[src/rtl/irq_prio_ctrl.sv]
// rtl/irq_prio_ctrl.sv - nested-priority interrupt controller with sync, mask and in-service stack
module irq_prio_ctrl #(
  parameter int N         = 3,
  parameter int VEC_W     = 2,
  parameter bit EDGE_MODE = 1'b1,
  parameter bit NEST_EN   = 1'b1
) (
  input  logic             clk,
  input  logic             clr,
  input  logic [N-1:0]     irq,
  input  logic             int_en,
  input  logic             mask_we,
  input  logic [N-1:0]     mask_wdata,
  output logic [N-1:0]     mask,
  output logic [N-1:0]     pending,
  output logic             int_req,
  output logic [VEC_W-1:0] int_id,
  input  logic             int_ack,
  input  logic             int_eret,
  output logic [N-1:0]     int_running
);

  logic [N-1:0] s1_q, s2_q, s3_q;
  logic [N-1:0] pend_q, pend_d;
  logic [N-1:0] mask_q, mask_d;
  logic [N-1:0] run_q, run_d;

  logic [N-1:0]     cand;
  logic [VEC_W-1:0] cid;
  logic [VEC_W-1:0] cur;
  logic             cur_vld;
  logic             req;
  logic [N-1:0]     ack_set;
  logic [N-1:0]     eret_clr;

  assign cand = pend_q & ~mask_q;

  // Ascending scans so the highest set index wins.
  always_comb begin
    cid     = '0;
    cur     = '0;
    cur_vld = 1'b0;
    for (int i = 0; i < N; i++) begin
      if (cand[i]) cid = VEC_W'(i);
      if (run_q[i]) begin
        cur     = VEC_W'(i);
        cur_vld = 1'b1;
      end
    end
  end

  always_comb begin
    req = 1'b0;
    if (int_en && (cand != '0)) begin
      if (NEST_EN) req = !cur_vld || (cid > cur);
      else         req = (run_q == '0);
    end
  end

  assign ack_set  = (int_ack && req)  ? (N'(1) << cid) : '0;
  assign eret_clr = (int_eret && cur_vld) ? (N'(1) << cur) : '0;

  always_comb begin
    mask_d = mask_we ? mask_wdata : mask_q;
    run_d  = (run_q & ~eret_clr) | ack_set;
    if (EDGE_MODE) pend_d = (pend_q & ~ack_set) | (s2_q & ~s3_q);
    else           pend_d = s2_q;
  end

  always_ff @(posedge clk) begin
    if (!clr) begin
      s1_q   <= '0;
      s2_q   <= '0;
      s3_q   <= '0;
      pend_q <= '0;
      mask_q <= '0;
      run_q  <= '0;
    end else begin
      s1_q   <= irq;
      s2_q   <= s1_q;
      s3_q   <= s2_q;
      pend_q <= pend_d;
      mask_q <= mask_d;
      run_q  <= run_d;
    end
  end

  assign mask        = mask_q;
  assign pending     = pend_q;
  assign int_req     = req;
  assign int_id      = req ? cid : '0;
  assign int_running = run_q;

endmodule

[config.mk]
export PLATFORM = sky130hd
export DESIGN_NAME = irq_prio_ctrl
export DESIGN_NICKNAME = d
export VERILOG_FILES = /design/src/rtl/irq_prio_ctrl.sv
export SDC_FILE = /design/constraint.sdc
export NUM_CORES = 1
export LEC_CHECK = 0
export ABC_AREA = 1
export BUFFER_PORTS_ARGS = -buffer_cell sky130_fd_sc_hd__buf_2
export CORE_MARGIN = 3
export CORE_UTILIZATION = 51
export CTS_CLUSTER_SIZE = 16
export DETAILED_ROUTE_END_ITERATION = 10
export PLACE_DENSITY = 0.79
export SYNTH_ARGS = -nofsm -noshare
export SYNTH_HDL_FRONTEND = slang
export SYNTH_SLANG_ARGS = --single-unit
[constraint.sdc]
create_clock -name clk -period 3.45 [get_ports clk]
set_input_delay 0.345 -clock clk [delete_from_list [all_inputs] [get_ports clk]]
set_output_delay 0.345 -clock clk [all_outputs]
set_load 0.1 [all_outputs]
==> results of run 1 <==
-- synth_stat cells (2+ instances only) --
cell type  instances
nor2_1             2
nand2_1           29
ha_1               2
dfxtp_1           18
or2_1              3
inv_1             25
nand2_2            3
nor2_2             2
nand4_1            3
a21oi_1            6
inv_2              3
o21ai_0            4
-- metal layers --
layer / track usage (%) / share of wire [%] / up-vias
li1: - / - / 356
met1: 18.23 / 39 / 300
met2: 29.65 / 51 / 24
met3: 4.472 / 7.1 / 6
met4: 14.46 / 3.3 / 0
met5: 0 / 0 / -
-- final cells by class --
type	count	area (um2)	area share [%]
sequential	18	364.1	39.81
multi-input combinational	56	275.3	30.10
timing repair buffer	23	115.1	12.59
inverter	28	105.1	11.49
clock buffer	4	36.28	3.967
tap	15	18.77	2.052
-- power by group --
group	leakage, uW	switching [uW]	internal (uW)
registers	0.000149	4.68	218
clock network	0.0000210	65.9	64.4
logic	0.000400	70.3	18.7
-- worst min-delay path, cell delays in order --
cell,delay (ps)
buf_2,70
nand2_1,40
inv_1,40
-- through the flow --
stage / setup slack, ps / power [uW] / utilization [%]
floorplan: 62.90 / 297.6 / -
global placement: 1399 / 313.1 / 65.85
detailed placement: 1270 / 316.2 / 65.85
CTS: 930.2 / 444.5 / 68.57
global route: 803.0 / 457.4 / 68.57
finish: 917.0 / 441.5 / 68.57
-- flip-flops by register name, summed over array words and instances (netlist names) --
signal and cells:
int_running 3, mask 3, pending 3, s1_q 3, s2_q 3, s3_q 3
-- cells by family (layout without fill, tap and decap cells) --
| group | after synthesis | in the layout | share of synthesized area [%] |
|---|---|---|---|
| buffers and inverters | 29 | 55 | 15.05 |
| adder cells (fa/ha/maj) | 2 | 2 | 3.344 |
| flip-flops | 18 | 18 | 48.16 |
| AND/OR/NAND/NOR | 44 | 44 | 26.76 |
| AO/OA/AOI/OAI | 10 | 10 | 6.689 |
-- cell usage in the layout (no fill, tap or decap), types with 4 or more instances in the layout --
master   synthesis  routed
buf_2            0      23
nand2_1         29      29
o21ai_0          4       4
dfxtp_1         18      15
inv_1           25      25
a21oi_1          6       6
-- how the worst max path moves through the flow --
stage,cells after the start,from,slack (ps),endpoint
after CTS,14,mask[2],930,int_id[1]
after detailed placement,14,mask[2],1270,int_id[1]
final,14,mask[2],920,int_id[1]
after floorplan,12,mask[1],60,int_id[1]
after global routing,16,mask[2],800,int_id[1]
after global placement,14,mask[2],1400,int_id[1]
==> flow_summary.yaml, run 1 <==
setup_path:
  critPathMaxStageDelay_ps: 410
  critical_path.cell_chain: "inv_2 -> nand2_2 -> inv_2 -> nor2_2 -> inv_1 -> ha_1 -> nand2_1 -> nand2_1 -> nand2_2 -> nand2_1 -> inv_1 -> nand2_1 -> inv_1 -> buf_2"
  cpMostUsedCell: "nand2_1"
  rr_worst_depth: 12
  cp_top_family: "buffers and inverters"
  ff2ff_setup_slack_ps: 1810
  path_max_fanout: 4
  criticalPathCategory: "flop to output pin"
  start_kind: "flop"
  critPathBufInv: 6
  required_ps: 3110
  slowest_stage: "buf_2"
  worst_ep_arrival_time_ps: 2190
  worst_setup_path_end_kind: "output pin"
  worstReg2RegEnd: "pending[2]"
  r2r_start: "mask[2]"
floorplanning:
  start_util_pct: 56.10
  coreArea_um2: 1334
  ios: 24
  die-area_um2: 1962
  die_w_um: 44.30
  die_y_um: 44.30
  fp-row-count: 13
routing:
  drc_errors: 0
  ant_nets: 0
  drt_wl_total_um: 1469
  first_pass_iters: 4
  vias: 686
  drtIter0Drc: 17
  post_drt_wl_per_cell_um: 10.20
  vias_per_cell: 4.764
synthesis:
  synth_edf_count: 0
  syn_avg_cell_area_um2: 7.264
  yosys_warnings: 0
  synthCells: 103
  ys_seq_area_share_pct: 48.16
  async_flop_share_pct: 0
  synth_top_area_share_pct: 48.16
  synth-seq-cells: 18
  synth_ff_type: "dfxtp_1"
  yosys-top-cells-area: "dfxtp_1 48%, nand2_1 15%, inv_1 13%"
  synth_top_area_cell: "dfxtp_1"
  syn-num-nets: 117
  synth_cell_types: 15
  syn-cell-area_um2: 748.2
final_layout:
  stdcell_count: 144
  fillers: 121
  antenna-diode-count: 0
  fin_nets: 144
  syn_to_final_growth_pct: 22.24
  final_area_um2: 914.6
  drive_above_1_share_pct: 30.23
clock_network:
  numCtsBuffers: 3
  cts.root.buffer_cell: "clkbuf_4"
  h-tree-depth: 1
  clk_pin_slew_ps: 100
  hold_buffers: 0
  insertion_delay_ps: 300
  cts_setup_buffers: 0
  cts_tree: "done"
  cts_num_sinks: 18
  cts.repair.resized: 0
  clock_path_buffers: 2
placed_design:
  hpwl_um: 1184
  port_buffers: 23
  placed_cells: 140
  finalWeightedCongestion: 0.8522
  place_area_um2: 878.3
global_routing:
  grt-ovfl-total: 0
  track_usage_pct: 17.62
  grt_max_degree: 17
  grt_pass1_wl_um: 2442
  antenna_found_initial: 0
  first_global_vias: 585
min_path:
  hold_class: "input port to flop"
  hold_path.startpoint: "irq[0]"
  hold_depth: 3
  worstHoldEndpoint: "s1_q[0]"
timing:
  slew_headroom_pct: 67.65
  fin_skew_ps: 2.205
  slew_violations: 0
  rsz0062_at_grt: "false"
  fin_crit_sh_pct: 73.42
  setup_viol: 0
  min_period_ps: 2533
  whs_ps: 220.4
  clock.fmax_ghz: 0.3948
  setup-tns-final_ps: 0
  worst_pin_slew_ps: 488.5
  finalHoldViolCount: 0
pwr:
  ir_worst_vdd_v: 0.0003716
  power_density_nw_per_um2: 482.7
  cellLeakagePower_uw: 0.0005698
flow_run:
  cap_violations: 0
run_status:
  status: "completed"
Note: power is estimated with default switching activity, not from simulation.
==> run 2, diff against run 1 <==
--- a/config.mk
+++ b/config.mk
@@ -5,13 +5,13 @@
 export SDC_FILE = /design/constraint.sdc
 export NUM_CORES = 1
 export LEC_CHECK = 0
-export ABC_AREA = 1
+export ABC_AREA = 0
 export BUFFER_PORTS_ARGS = -buffer_cell sky130_fd_sc_hd__buf_2
 export CORE_MARGIN = 3
-export CORE_UTILIZATION = 51
+export CORE_UTILIZATION = 47
 export CTS_CLUSTER_SIZE = 16
 export DETAILED_ROUTE_END_ITERATION = 10
-export PLACE_DENSITY = 0.79
+export PLACE_DENSITY = 0.74
 export SYNTH_ARGS = -nofsm -noshare
 export SYNTH_HDL_FRONTEND = slang
 export SYNTH_SLANG_ARGS = --single-unit
==> constraint.sdc (replaced) <==
create_clock -name clk -period 2.46 [get_ports clk]
set_input_delay 0.246 -clock clk [delete_from_list [all_inputs] [get_ports clk]]
set_output_delay 0.246 -clock clk [all_outputs]
set_load 0.1 [all_outputs]
==> flow_summary.yaml, run 2 <==
run_status:
  status: "completed"
timing:
  rsz0062_at_grt: "false"
  setup-tns-final_ps: 0
  worst_pin_slew_ps: 489.2
  setup_viol: 0
  slew_violations: 0
  fin_skew_ps: 1.228
  whs_ps: 163.9
  slew_headroom_pct: 67.61
  fin_crit_sh_pct: 94.64
  clock.fmax_ghz: 0.4295
  finalHoldViolCount: 0
  min_period_ps: 2328
routing:
  drc_errors: 0
  drt_wl_total_um: 1346
  wirelength_met1_um: 615
  post_drt_wl_per_cell_um: 11.60
  ant_nets: 0
  first_pass_iters: 4
  vias_per_cell: 4.940
  routed-wl-met2_um: 653
  met3_wirelength_um: 65
  drtIter0Drc: 9
  vias: 573
  top_layer: "met4"
global_routing:
  first_global_vias: 560
  grt_max_degree: 22
  track_usage_pct: 15.00
  grt_pass1_wl_um: 2249
  grt-ovfl-total: 0
  antenna_found_initial: 0
clock_network:
  cts_setup_buffers: 0
  hold_buffers: 0
  insertion_delay_ps: 280
  cts_tree: "done"
  cts.root.buffer_cell: "clkbuf_4"
  clock_path_buffers: 2
  cts_num_sinks: 18
  clk_pin_slew_ps: 90
  numCtsBuffers: 3
  h-tree-depth: 1
setup_path:
  required_ps: 2210
  ff2ff_setup_slack_ps: 710
  critPathBufInv: 2
  cp_num_cells: 9
  worstReg2RegEnd: "int_running[1]"
  worst_setup_path_end_kind: "output pin"
  worst_ep_arrival_time_ps: 2080
  start_kind: "flop"
  cp_top_family: "compound AO/OA/AOI/OAI gates"
  slowest_stage: "dfxtp_4"
  critPathMaxStageDelay_ps: 350
  criticalPathCategory: "flop to output pin"
  critical_path.cell_chain: "nor2b_2 -> and2_1 -> inv_1 -> ha_1 -> nor2b_1 -> a2bb2oi_2 -> o21ai_2 -> a21oi_4 -> buf_12"
  rr_worst_depth: 7
  r2r_start: "mask[2]"
  path_max_fanout: 3
placed_design:
  hpwl_um: 1101
  port_buffers: 23
  finalWeightedCongestion: 0.7919
floorplanning:
  ios: 24
  die_w_um: 45.36
  coreArea_um2: 1383
  die-area_um2: 2058
  die_y_um: 45.36
  fp-row-count: 13
  start_util_pct: 52.67
synthesis:
  synth_top_area_cell: "dfxtp_1"
  yosys-top-cells-area: "dfxtp_1 49%, and2_1 8.6%, nor2b_1 6.9%"
  synth-seq-cells: 18
  syn_avg_cell_area_um2: 9.582
  synthCells: 76
  ys_seq_area_share_pct: 49.48
  syn-cell-area_um2: 728.2
  syn-num-nets: 90
  yosys_warnings: 0
  synth_cell_types: 21
  async_flop_share_pct: 0
  synth_ff_type: "dfxtp_1"
  synthTopCellsByCount: "18 x dfxtp_1, 10 x and2_1, 8 x nor2b_1"
  synth_top_area_share_pct: 49.48
  synth_edf_count: 0
  synth.most_common_cell: "dfxtp_1"
min_path:
  hold_path.startpoint: "irq[0]"
  hold_depth: 2
  worstHoldEndpoint: "s1_q[0]"
  hold_class: "input port to flop"
final_layout:
  fin_nets: 116
  final_cell_mix: "20 x buf_2, 12 x dfxtp_1, 10 x and2_1"
  syn_to_final_growth_pct: 35.91
  finish.utilization_pct: 71.58
  drive_above_1_share_pct: 40.59
  final_common_cell: "buf_2"
  antenna-diode-count: 0
pwr:
  power_density_nw_per_um2: 588.4
  cellLeakagePower_uw: 0.0004446
  ir_worst_vdd_v: 0.0003891
flow_run:
  cap_violations: 0
==> run 2: what timing repair did <==
item | in CTS | in global routing
hold endpoints to repair | 0 | 0
setup endpoints to repair | 0 | 1
resized for setup | 0 | 1
==> run 2: where the power goes <==
part           total (uW)  leakage (uW)  switching, uW  internal (uW)
Clock                 144     0.0000150           80.9           62.8
Sequential            308      0.000151           6.42            301
Combinational         131      0.000278           90.6           40.3
Total                 582      0.000445            178            404
==> run 2: logic make-up (layout without fill, tap and decap cells) <==
logic type                 count (synthesis)  in the layout  synth area share, %
and+or+nand+nor                           35             35                27.32
DFF                                       18             18                49.49
AOI/OAI and AO/OA                         13             13                13.06
buffers and inverters                      5             30                2.578
muxes                                      3              3                4.124
adders and majority gates                  2              2                3.436
==> run 2: worst max-delay path by stage <==
stage / from / to / slack [ps]
2_1_floorplan: pending[1] / int_req / 20
3_3_place_gp: pending[1] / int_req / 460
3_5_place_dp: pending[1] / int_req / 390
4_1_cts: pending[1] / int_req / 60
5_1_grt: pending[1] / int_req / 10
6_report: pending[1] / int_req / 130
==> run 2: cell type report <==
cell class	instances	area (um2)
Multi-Input combinational cell	53	395.4
Timing Repair Buffer	23	160.2
Fill cell	116	392.9
Clock buffer	4	26.28
Tap cell	15	18.77
Inverter	3	11.26
Sequential cell	18	377.9
==> run 2: worst reg2reg max path, stage by stage, from the launching register on <==
cell and delay [ps]:
dfxtp_4 360, nand2b_4 150, inv_1 120, ha_1 270, nor2b_1 150, a2bb2oi_2 140
o211a_4 260, a31o_1 210
==> run 2: per-layer routing <==
metal	vias to the layer above	GRT usage, %
li1	304	-
met2	15	24.86
met1	252	18.83
met4	0	7.018
met5	-	0
met3	2	2.390
==> run 2: per-stage QoR <==
stage          instance area, um2  setup WS (ps)  power, uW  std cells
6_report                    989.7          131.8      582.3        116
5_1_grt                     989.7          10.57      617.0        116
4_1_cts                     987.2          58.25      597.1        116
3_5_place_dp                960.9          387.1      445.9        112
3_3_place_gp                960.9          457.9      444.0        112
2_1_floorplan               789.5          19.14      413.7         76
